`src/rtl/note_period_meter.sv`:
```
// Recovers the half-period note word from an 8-bit sampled tone. The chain is a
// hysteresis slicer, an edge detector, a saturating period counter and a stability filter.
module note_period_meter #(
    parameter logic [7:0]  HI_THR   = 8'd160,
    parameter logic [7:0]  LO_THR   = 8'd96,
    parameter logic [26:0] MIN_HALF = 27'd2,
    parameter logic [26:0] TOL      = 27'd1,
    parameter int unsigned STABLE_N = 4,
    parameter logic [26:0] TIMEOUT  = 27'd100_000_000
) (
    input  logic        clk,
    input  logic        rst_n,
    input  logic [7:0]  sample_in,
    output logic [26:0] note,
    output logic        note_valid,
    output logic        locked
);

    typedef enum logic [1:0] {
        IDLE  = 2'd0,
        ARMED = 2'd1,
        TRACK = 2'd2
    } state_t;

    localparam logic [3:0] STABLE_W = 4'(STABLE_N);

    state_t        state_q, state_d;
    logic [7:0]    sample_q;
    logic          level_q, level_d;
    logic [26:0]   cnt_q, cnt_d;
    logic [26:0]   cand_q, cand_d;
    logic [3:0]    match_q, match_d;
    logic [26:0]   note_q, note_d;
    logic          nv_q, nv_d;
    logic          locked_q, locked_d;

    logic          edge_w;
    logic          glitch_w;
    logic          within_w;
    logic          cnt_sat_w;
    logic signed [27:0] diff_w;
    logic [27:0]   absdiff_w;
    logic [26:0]   cand_n;
    logic [3:0]    match_n;

    // Hysteresis slicer: between the thresholds the previous level is kept.
    always_comb begin
        level_d = level_q;
        if (sample_q >= HI_THR) begin
            level_d = 1'b1;
        end else if (sample_q <= LO_THR) begin
            level_d = 1'b0;
        end
    end

    assign edge_w    = level_d ^ level_q;
    assign glitch_w  = (cnt_q < MIN_HALF);
    assign cnt_sat_w = (cnt_q == TIMEOUT);

    // 28-bit signed difference so that neither ordering of the operands can wrap.
    assign diff_w    = $signed({1'b0, cnt_q}) - $signed({1'b0, cand_q});
    assign absdiff_w = diff_w[27] ? 28'(-diff_w) : 28'(diff_w);
    assign within_w  = (absdiff_w <= {1'b0, TOL});

    always_comb begin
        state_d  = state_q;
        cnt_d    = cnt_sat_w ? cnt_q : cnt_q + 27'd1;
        cand_d   = cand_q;
        match_d  = match_q;
        note_d   = note_q;
        nv_d     = 1'b0;
        locked_d = locked_q;
        cand_n   = cand_q;
        match_n  = match_q;

        case (state_q)
            IDLE: begin
                if (edge_w) begin
                    state_d = ARMED;
                    cnt_d   = 27'd1;
                end
            end

            ARMED, TRACK: begin
                if (edge_w && !glitch_w) begin
                    cnt_d = 27'd1;
                    if ((match_q == 4'd0) || !within_w) begin
                        cand_n  = cnt_q;
                        match_n = 4'd1;
                    end else begin
                        cand_n  = cand_q;
                        match_n = match_q + 4'd1;
                    end
                    cand_d = cand_n;
                    if (match_n == STABLE_W) begin
                        note_d   = cand_n;
                        nv_d     = 1'b1;
                        locked_d = 1'b1;
                        match_d  = 4'd0;
                        state_d  = TRACK;
                    end else begin
                        match_d  = match_n;
                    end
                end else if (cnt_sat_w) begin
                    state_d = IDLE;
                    match_d = 4'd0;
                    cand_d  = '0;
                    if (locked_q) begin
                        note_d   = '0;
                        locked_d = 1'b0;
                        nv_d     = 1'b1;
                    end
                end
            end

            default: begin
                state_d = IDLE;
            end
        endcase
    end

    always_ff @(posedge clk or negedge rst_n) begin
        if (!rst_n) begin
            state_q  <= IDLE;
            sample_q <= '0;
            level_q  <= 1'b0;
            cnt_q    <= '0;
            cand_q   <= '0;
            match_q  <= '0;
            note_q   <= '0;
            nv_q     <= 1'b0;
            locked_q <= 1'b0;
        end else begin
            state_q  <= state_d;
            sample_q <= sample_in;
            level_q  <= level_d;
            cnt_q    <= cnt_d;
            cand_q   <= cand_d;
            match_q  <= match_d;
            note_q   <= note_d;
            nv_q     <= nv_d;
            locked_q <= locked_d;
        end
    end

    assign note       = note_q;
    assign note_valid = nv_q;
    assign locked     = locked_q;

endmodule

```
`config.mk`:
```
export PLATFORM = sky130hd
export DESIGN_NAME = note_period_meter
export DESIGN_NICKNAME = d
export VERILOG_FILES = /design/src/rtl/note_period_meter.sv
export SDC_FILE = /design/constraint.sdc
export NUM_CORES = 1
export LEC_CHECK = 0
export BUFFER_PORTS_ARGS = -buffer_cell sky130_fd_sc_hd__buf_4
export CAP_MARGIN = 20
export CORE_ASPECT_RATIO = 1.75
export CORE_MARGIN = 2
export CORE_UTILIZATION = 35
export DETAILED_ROUTE_END_ITERATION = 10
export GPL_TIMING_DRIVEN = 0
export PLACE_DENSITY_LB_ADDON = 0.05
export SLEW_MARGIN = 40
export SYNTH_ARGS = -nofsm -noshare
export SYNTH_HDL_FRONTEND = slang
export SYNTH_SLANG_ARGS = --single-unit
```
`constraint.sdc`:
```
create_clock -name clk -period 13.1 [get_ports clk]
set_input_delay 0.655 -clock clk [delete_from_list [all_inputs] [get_ports clk]]
set_output_delay 0.655 -clock clk [all_outputs]
set_load 0.01 [all_outputs]
```
==> flow_summary_export.csv, run 1 <==
group,metric,value,unit
status,status,"completed",
drt,via_per_inst,5.746,
clock_tree,cts.hold.buffers_added,0,
worst_setup_path,r2r_slack,6.71,ns
die,start_util,35.31,%
worst_setup_path,slowest_stage,"nor4_2",
drt,wl,27180,microns
drt,wl_met2,14530,microns
drt,met3_length,588,microns
synth,synthDistinctLibCells,80,
worst_setup_path,critPathLaunchType,"flip-flop",
power,power_switching,944.6,uW
timing,fin_crit,6.394,ns
drt,vias,7487,
placement,dp_hpwl,22020,microns
worst_setup_path,critPathKind,"flip-flop to flip-flop",
global_route,grt_max_degree,99,
timing,hold_viol_final,0,
drt,drc_errors,0,
layout,fillers,2364,
worst_setup_path,endpoint_kind,"flip-flop",
timing,worst_pin_slew,0.8857,ns
drt,maxUsedRoutingLayer,"met4",
synth,ys_seq_elements,98,
layout,area_delta_synth_final,13.75,%
synth,yosysSeqAreaShare,31.59,%
timing,slew_headroom,40.77,%
drt,post_drt_wl_per_cell,20.86,microns
die,core_area,21980,sq um
synth,syn_area,7762,sq um
synth,synth_flop_cell,"dfrtp_1",
timing,fmax,156.4,MHz
timing,min_period_over_period,48.81,%
synth,yosys-top-cells-count,"98 x dfrtp_1, 85 x nand2_1, 84 x nand3_1",
layout,stdcell_area,8830,sq um
clock_tree,cts_sinks,98,
clock_tree,numCtsBuffers,9,
synth,ys_warn_count,0,
timing,final-setup-viol-count,0,
power,clkPwrFrac,17.7,%
timing,rsz0062_at_grt,"no",
drt,drtIter0Drc,497,
power,power.density,208.7,nW/um^2
timing,tns,0,ns
clock_tree,post_cts_buffers,0,
die,ioPinCount,39,
synth,ys_async_sr_fraction,100.0,%
worst_setup_path,crit_top_cell,"clkbuf_1",
clock_tree,clock_tree.root_cell,"clkbuf_16",
layout,antenna_cells,0,
global_route,grt_pass1_wl,42070,microns
power,leakage,0.003900,uW
drt,drt_first_pass_iters,6,
synth,syn_inst,952,
layout,layout.nets,1047,
hold_path,hp-class,"input pin to async pin",
die,dieArea,23430,sq um
synth,synth_edf_count,0,
worst_setup_path,critical_path.max_stage_delay,0.73,ns
die,die_x,116.6,microns
clock_tree,ctsResizeCount,0,
global_route,grt_antenna_before_repair,0,
layout,drive_gt1_share,8.540,%
synth,yosys.area.top_type,"dfrtp_1",
worst_setup_path,path_cells,"inv_1 > fa_1 > nand2b_1 > a21bo_2 > a211oi_1 > o21ai_0 > and2_1 > clkbuf_1 > nor4_4 > nand4_2 > o41ai_1 > a41oi_1 > nor4_2 > clkbuf_1 > nand3_1 > o211ai_1",
drt,antenna_left,0,
timing,worst_slack,6.706,ns
global_route,groute.usage.overall,23.75,%
synth,syn_nets,997,
synth,synth_most_common_cell,"dfrtp_1",
synth,avgSynthCellArea,8.154,sq um
layout,layout.cells.non_filler,1303,
synth,synthTopCellsByArea,"dfrtp_1 32%, ha_1 5.5%, nand3_1 5.4%, nand2_1 4.1%, o211ai_1 4.1%",
clock_tree,cts_tree,"done",
placement,place_inst,1286,
global_route,overflow,0,
drt,wl_met1,10330,microns
clock_tree,ctsHtreeMaxLevel,3,
die,die_h,201.0,microns
power,combPwrFrac,64.3,%
power,irDropWorstVdd,0.08781,mV
placement,dpl_cell_area,8436,sq um
placement,port-buffer-count,38,
worst_setup_path,critPathRequiredTime,13.37,ns
clock_tree,clk_pin_slew,0.07,ns
job,cap_viol_max_count,0,
timing,drv_slew,0,
power,power_frac_seq,17.9,%
timing,finClkSkew,0.01011,ns
clock_tree,clockBufferDepth,2,
placement,dp_slack,6.757,ns
power,swShare,51.26,%
worst_setup_path,worstPathMaxFanout,10,
global_route,first_global_vias,7501,
synth,synth.top_cell.area_share,31.59,%
worst_setup_path,cp.arrival,6.66,ns
clock_tree,clock_latency,0.36,ns
power,p_int,898.1,uW
die,fp-row-count,72,
placement,gp_congestion,0.9165,
## cells by family after synthesis
| group | count (synthesis) | share of synthesized area, % |
|---|---|---|
| AO/OA/AOI/OAI | 248 | 22.34 |
| XOR/XNOR | 41 | 4.626 |
| adder cells (fa/ha/maj) | 35 | 5.738 |
| buffers and inverters | 98 | 5.158 |
| flip-flops | 98 | 31.59 |
| multiplexers | 29 | 3.756 |
| AND/OR/NAND/NOR | 403 | 26.79 |
## final timing paths
| kind | start | to | depth (start not counted) |
|---|---|---|---|
| hold reg to reg | cand_q[11]$_DFFE_PN0P_ | cand_q[11]$_DFFE_PN0P_ | 2 |
| setup reg to reg | cnt_q[1]$_DFF_PN0_ | cand_q[25]$_DFFE_PN0P_ | 16 |
| setup / recovery | cnt_q[1]$_DFF_PN0_ | cand_q[25]$_DFFE_PN0P_ | 16 |
| max in group asynchronous | rst_n | cand_q[18]$_DFFE_PN0P_ | 2 |
| hold / removal | rst_n | cand_q[2]$_DFFE_PN0P_ | 1 |
| min in group clk | sample_in[3] | sample_q[3]$_DFF_PN0_ | 1 |
## sequential cells by signal, indices dropped and copies added (netlist names)
register	count
cand_q	27
cnt_q	27
level_q	1
locked	1
match_q	4
note	27
note_valid	1
sample_q	8
state_q	2
## placed cells by master, fill, tap and decap left out, drive strengths merged, types with 14 or more instances in the layout
cell type  netlist  layout
dfrtp           98      98
nand2           85      85
nand3           84      84
nor2            74      74
a21oi           54      54
buf             12      51
clkbuf          39      48
inv             47      47
o21ai           45      45
o211ai          42      42
ha              34      34
nand2b          29      29
mux2i           28      28
nor3            25      25
xor2            21      21
xnor2           20      20
and3            16      16
nor4            16      16
nand4           15      15
a21o            14      14
## power by group through the flow
| stage | clock [uW] | sequential (uW) | combinational (uW) |
|---|---|---|---|
| after global routing | 345 | 332 | 1280 |
| after CTS | 335 | 330 | 1170 |
| after detailed placement | 0 | 336 | 1160 |
| after floorplan | 0 | 329 | 805 |
| final | 326 | 331 | 1190 |
| after global placement | 0 | 336 | 1170 |
## cell type report
cell class,instances,area (sq um),area share [%]
multi-input combinational,756,4920,55.72
timing repair buffer,39,320.3,3.628
tap,296,370.4,4.194
sequential,98,2452,27.77
inverter,47,176.4,1.998
clock buffer,9,225.2,2.551
buffer,51,224.0,2.536
clock inverter,7,141.4,1.601
## metal layers
metal,vias to the layer above,track usage (%)
met1,3609,26.34
met2,181,42.77
met5,-,0
met3,74,1.963
met4,0,14.37
li1,3623,-
## critical path: cells and delay by family, from the launching register on
kind	cells	cell delay [ns]
compound gates	6	2.21
simple gates	6	1.91
buf+inv	3	0.99
flops	1	0.66
fa+ha+maj	1	0.54
## stage by stage
step	utilization, %	hold slack [ns]	total power [uW]
finish	40.17	0.1897	1843
global route	40.17	0.2131	1961
CTS	40.04	0.3721	1831
detailed placement	38.38	0.5085	1498
global placement	38.30	0.5031	1501
floorplan	-	0.3594	1134
No activity file was read; power rests on OpenSTA's default activity.
==> run 2, diff against run 1 <==
clock period = 6.67 ns   (was 13.1 ns; I/O delays follow)
==> run 2 against run 1 <==
First-iteration DRC count decreased by 8.5%. Sequential power increased by 96%. Combinational power increased by 96%. Setup slack got worse by 6.4 ns. Critical endpoint unchanged. Clock power increased by 97%. Sequential cell count unchanged. Critical path type unchanged. Global-route usage unchanged. Total power increased by 97%. Hold slack got worse by 0.11 ns.
==> flow_summary_export.csv, run 2 (synthesis gave the netlist of run 1 again) <==
group,metric,value,unit
timing,tns,0,ns
die,start_util,35.31,%
placement,port-buffer-count,38,
drt,drc_errors,0,
hold_path,whs_path_depth,1,
global_route,grt_antenna_before_repair,0,
timing,worst_pin_slew,0.8898,ns
global_route,groute.usage.overall,23.75,%
clock_tree,ctsResizeCount,0,
power,leakage,0.003904,uW
clock_tree,clockBufferDepth,2,
drt,wl,27210,microns
layout,fillers,2363,
layout,area_delta_synth_final,13.88,%
power,power,3621,uW
status,status,"completed",
hold_path,min_from,"sample_in[1]",
clock_tree,clock_tree.root_cell,"clkbuf_16",
worst_setup_path,r2r-start,"cnt_q[1]$_DFF_PN0_",
placement,gp_congestion,0.9165,
clock_tree,cts_tree,"done",
power,swShare,51.28,%
drt,vias,7466,
placement,place_inst,1286,
placement,dp_hpwl,22020,microns
timing,rsz0062_at_grt,"no",
power,power.density,409.7,nW/um^2
layout,antenna_cells,0,
timing,fin_crit,6.390,ns
drt,via_per_inst,5.725,
drt,post_drt_wl_per_cell,20.86,microns
worst_setup_path,r2r_slack,0.28,ns
timing,drv_slew,0,
worst_setup_path,critPathRequiredTime,6.94,ns
timing,slew_headroom,40.50,%
layout,final_cell_mix,"98 x dfrtp_1, 85 x nand2_1, 84 x nand3_1, 74 x nor2_1, 53 x a21oi_1",
layout,layout.cells.non_filler,1304,
worst_setup_path,endpoint_kind,"flip-flop",
timing,fmax,156.5,MHz
layout,drive_gt1_share,8.532,%
drt,drt_first_pass_iters,5,
clock_tree,clk_pin_slew,0.07,ns
global_route,first_global_vias,7501,
clock_tree,clock_latency,0.36,ns
timing,fin_hold_ws,0.08313,ns
hold_path,hold_end,"sample_q[1]$_DFF_PN0_",
die,core_area,21980,sq um
timing,finClkSkew,0.01007,ns
die,die_x,116.6,microns
global_route,grt_pass1_wl,42070,microns
placement,dpl_cell_area,8436,sq um
job,cap_viol_max_count,0,
clock_tree,cts_sinks,98,
power,combPwrFrac,64.4,%
drt,drtIter0Drc,455,
worst_setup_path,r2r-end,"cand_q[25]$_DFFE_PN0P_",
worst_setup_path,rr_worst_depth,16,
layout,stdcell_area,8840,sq um
global_route,grt_max_degree,99,
worst_setup_path,critPathKind,"flip-flop to flip-flop",
power,clkPwrFrac,17.7,%
power,power_switching,1857,uW
die,dieArea,23430,sq um
worst_setup_path,cp.arrival,6.66,ns
layout,multi_input_area,4920,sq um
layout,mostFrequentLayoutCell,"dfrtp_1",
global_route,overflow,0,
power,power_frac_seq,17.9,%
clock_tree,ctsHtreeMaxLevel,3,
worst_setup_path,worstPathMaxFanout,10,
power,irDropWorstVdd,0.1719,mV
drt,antenna_left,0,
die,fp-row-count,72,
worst_setup_path,critPathLaunchType,"flip-flop",
timing,final-setup-viol-count,0,
timing,min_period_over_period,95.80,%
clock_tree,numCtsBuffers,9,
die,die_h,201.0,microns
hold_path,hp-class,"input pin to flip-flop",
layout,regArea,2452,sq um
power,p_int,1764,uW
layout,layout.nets,1048,
timing,hold_viol_final,0,
die,ioPinCount,39,
==> run 2: cell count changes in the layout (fill, tap and decap cells not counted) <==
| cell | change |
|---|---|
| dlygate4sd3_1 | +1 |
==> run 2: area by class of cell <==
cell class	count	area share, %
Timing Repair Buffer	40	3.737
Buffer	51	2.534
Clock inverter	7	1.599
Inverter	47	1.996
Clock buffer	9	2.548
Tap cell	296	4.190
Sequential cell	98	27.74
Multi-Input combinational cell	756	55.65
==> run 2: worst max-delay path, cell delays in order (launching register included) <==
cell and delay (ns):
dfrtp_1 0.66, inv_1 0.21, fa_1 0.54, nand2b_1 0.22, a21bo_2 0.25, a211oi_1 0.63, o21ai_0 0.30, and2_1 0.20
clkbuf_1 0.19, nor4_4 0.36, nand4_2 0.24, o41ai_1 0.52, a41oi_1 0.40, nor4_2 0.74, clkbuf_1 0.59, nand3_1 0.15
o211ai_1 0.12
==> run 2: worst max path at each step <==
stage | start | endpoint | cells past startpoint
floorplan | cnt_q[0]$_DFF_PN0_ | note[0]$_DFFE_PN0P_ | 17
global placement | cnt_q[15]$_DFF_PN0_ | cand_q[25]$_DFFE_PN0P_ | 14
detailed placement | cnt_q[1]$_DFF_PN0_ | cand_q[25]$_DFFE_PN0P_ | 16
CTS | cnt_q[1]$_DFF_PN0_ | cand_q[25]$_DFFE_PN0P_ | 16
global route | cnt_q[1]$_DFF_PN0_ | cand_q[26]$_DFFE_PN0P_ | 16
finish | cnt_q[1]$_DFF_PN0_ | cand_q[25]$_DFFE_PN0P_ | 16
==> run 2: stage by stage <==
step / setup WS [ns] / utilization [%]
floorplan: 1.905 / -
global placement: 0.2060 / 38.30
detailed placement: 0.3266 / 38.38
CTS: 0.2992 / 40.04
global route: 0.008495 / 40.22
finish: 0.2800 / 40.22
==> run 2: metal layers <==
layer,vias to the layer above,share of wire [%],track usage [%]
li1,3631,-,-
met1,3577,38,26.34
met2,189,53,42.77
met3,69,2.4,1.963
met4,0,6.2,14.37
met5,-,0,0
==> run 2: repair_timing <==
action / in CTS / in global routing
hold buffers: 0 / 1
setup buffers: 0 / 0
hold endpoints to repair: 0 / 46
==> run 2: power by group through the flow <==
stage	Combinational [uW]	Sequential, uW	Clock [uW]
2_1_floorplan	1580	646	0
3_3_place_gp	2290	660	0
3_5_place_dp	2280	660	0
4_1_cts	2290	648	657
5_1_grt	2520	653	678
6_report	2330	649	641
==> run 3, diff against run 2 <==
ABC_CLOCK_PERIOD_IN_PS = 6670   (was default)
CELL_PAD_IN_SITES_DETAIL_PLACEMENT = 1   (was default)
CELL_PAD_IN_SITES_GLOBAL_PLACEMENT = 1   (was default)
SLEW_MARGIN = default   (was 40)
==> run 3 against run 2 <==
Sequential power about the same. Register-to-register slack lost 0.17 ns. Count of clock-buffer cells in the layout increased by 4. First-iteration DRC count shrank 30%. Die area unchanged. Via count barely moved. Critical path type unchanged. Critical endpoint is now cand_q[18]$_DFFE_PN0P_. Highest routed layer unchanged.
==> flow_summary_export.csv, run 3 (synthesis gave the netlist of run 1 again) <==
group,metric,value,unit
status,status,"completed",
power,power_switching,1847,uW
timing,worst_pin_slew,0.8807,ns
global_route,grt_max_degree,65,
die,fp-row-count,72,
worst_setup_path,path_buf_inv,3,
global_route,groute.usage.overall,24.52,%
clock_tree,numCtsBuffers,9,
power,clkPwrFrac,15.3,%
global_route,grt_antenna_before_repair,0,
die,die_h,201.0,microns
worst_setup_path,cpLargestDelayFamily,"compound AO/OA/AOI/OAI gates",
clock_tree,clock_tree.root_cell,"clkbuf_16",
global_route,overflow,0,
timing,tns,0,ns
placement,gp_congestion,0.8689,
die,dieArea,23430,sq um
worst_setup_path,worst-path-stages,15,
placement,dp_slack,0.3027,ns
layout,mostFrequentLayoutCell,"dfrtp_1",
timing,fin_crit,6.565,ns
layout,stdcell_area,8770,sq um
power,p_int,1679,uW
hold_path,whs_path_depth,1,
clock_tree,cts_sinks,98,
drt,vias,7459,
layout,final_cell_mix,"98 x dfrtp_1, 85 x nand2_1, 84 x nand3_1, 74 x nor2_1, 53 x a21oi_1",
placement,dp_hpwl,23090,microns
power,irDropWorstVdd,0.1859,mV
clock_tree,clock_latency,0.36,ns
timing,hold_viol_final,0,
clock_tree,clockBufferDepth,2,
timing,finClkSkew,0.007572,ns
worst_setup_path,critPathRequiredTime,6.90,ns
die,die_x,116.6,microns
global_route,first_global_vias,7849,
hold_path,hp-class,"input pin to flip-flop",
job,cap_viol_max_count,0,
placement,dpl_cell_area,8451,sq um
worst_setup_path,slowest_stage,"a221oi_1",
drt,wl,27990,microns
worst_setup_path,endpoint_kind,"flip-flop",
hold_path,min_from,"sample_in[7]",
power,power.density,402.1,nW/um^2
worst_setup_path,critPathKind,"flip-flop to flip-flop",
worst_setup_path,worstPathMaxFanout,10,
layout,antenna_cells,0,
timing,worst_slack,0.1051,ns
timing,rsz0062_at_grt,"no",
power,combPwrFrac,66.3,%
drt,drtIter0Drc,320,
worst_setup_path,rr_worst_depth,15,
power,leakage,0.003878,uW
worst_setup_path,critical_path.max_stage_delay,0.77,ns
timing,final-setup-viol-count,0,
worst_setup_path,cp.arrival,6.79,ns
timing,slew_headroom,40.66,%
layout,drive_gt1_share,8.333,%
die,ioPinCount,39,
power,power,3526,uW
drt,drt_first_pass_iters,7,
drt,post_drt_wl_per_cell,21.46,microns
layout,fillers,2735,
clock_tree,cts_tree,"done",
global_route,grt_pass1_wl,43640,microns
worst_setup_path,path_cells,"ha_1 > a21oi_1 > nand2_1 > a221oi_1 > a31oi_1 > xnor2_1 > or3b_1 > clkbuf_1 > o41ai_1 > o41ai_1 > a2111o_1 > nor4_2 > buf_2 > buf_2 > o211ai_1",
layout,layout.nets,1049,
worst_setup_path,r2r-start,"cnt_q[12]$_DFF_PN0_",
drt,antenna_left,0,
drt,drc_errors,0,
worst_setup_path,crit_start,"cnt_q[12]$_DFF_PN0_",
die,core_area,21980,sq um
placement,port-buffer-count,38,
die,start_util,35.31,%
timing,fin_hold_ws,0.08390,ns
clock_tree,ctsHtreeMaxLevel,3,
worst_setup_path,critPathLaunchType,"flip-flop",
timing,min_period_over_period,98.43,%
power,power_frac_seq,18.4,%
timing,fmax,152.3,MHz
clock_tree,clk_pin_slew,0.06,ns
layout,area_delta_synth_final,12.98,%
drt,via_per_inst,5.720,
clock_tree,post_cts_buffers,0,
power,swShare,52.38,%
timing,drv_slew,0,
## run 3: final cells by class
cell class	instances	area, sq um	area share (%)
multi-input cells	756	4913	56.03
well taps	296	370.4	4.223
flip-flops and latches	98	2452	27.96
plain buffers	51	224.0	2.554
clock buffers	13	270.3	3.082
repair buffers	41	327.8	3.738
inverters	47	176.4	2.012
clock inverters	2	35.03	0.3995
## run 3: routing by layer
layer  wire length (microns)  track usage [%]  vias to the layer above
met5                       0                0                        -
met4                    1141            10.63                        0
met3                     329            2.053                       49
met2                   15310            45.95                       92
met1                   11210            27.44                     3703
li1                        -                -                     3615
## run 3: worst register-to-register path: cells and delay by family (launching register included)
kind / cells / cell delay (ns)
buffers and inverters: 3 / 0.85
xor gates and xnor gates: 1 / 0.28
AOI/OAI and AO/OA: 7 / 3.07
and+or+nand+nor: 3 / 1.27
DFF: 1 / 0.51
adders and majority gates: 1 / 0.47
## run 3: worst paths after layout
| check | slack (ns) | end |
|---|---|---|
| setup / recovery | 0.11 | cand_q[18]$_DFFE_PN0P_ |
| hold / removal | 0.08 | sample_q[7]$_DFF_PN0_ |
| setup reg to reg | 0.11 | cand_q[18]$_DFFE_PN0P_ |
| hold reg to reg | 0.53 | cand_q[16]$_DFFE_PN0P_ |
| max in group asynchronous | 5.49 | note[19]$_DFFE_PN0P_ |
| min in group asynchronous | 0.49 | level_q$_DFF_PN0_ |
## run 3: power groups by stage
stage	Combinational, uW	Sequential (uW)	Clock [uW]
3_5_place_dp	2310	662	0
3_3_place_gp	2310	661	0
4_1_cts	2320	650	557
6_report	2340	650	538
5_1_grt	2510	653	576
2_1_floorplan	1580	646	0
## run 3: what timing repair did
item / 4_1_cts / 5_1_grt
gates resized for setup: 0 / 1
endpoints found under the hold margin: 34 / 0
setup endpoints to repair: 0 / 29
hold buffers: 1 / 0
## run 3: stage by stage
stage                     util, %  cells
after floorplan                 -    952
after global routing        39.90   1304
after global placement      38.30   1286
after CTS                   39.88   1304
after detailed placement    38.44   1288
final                       39.90   1304
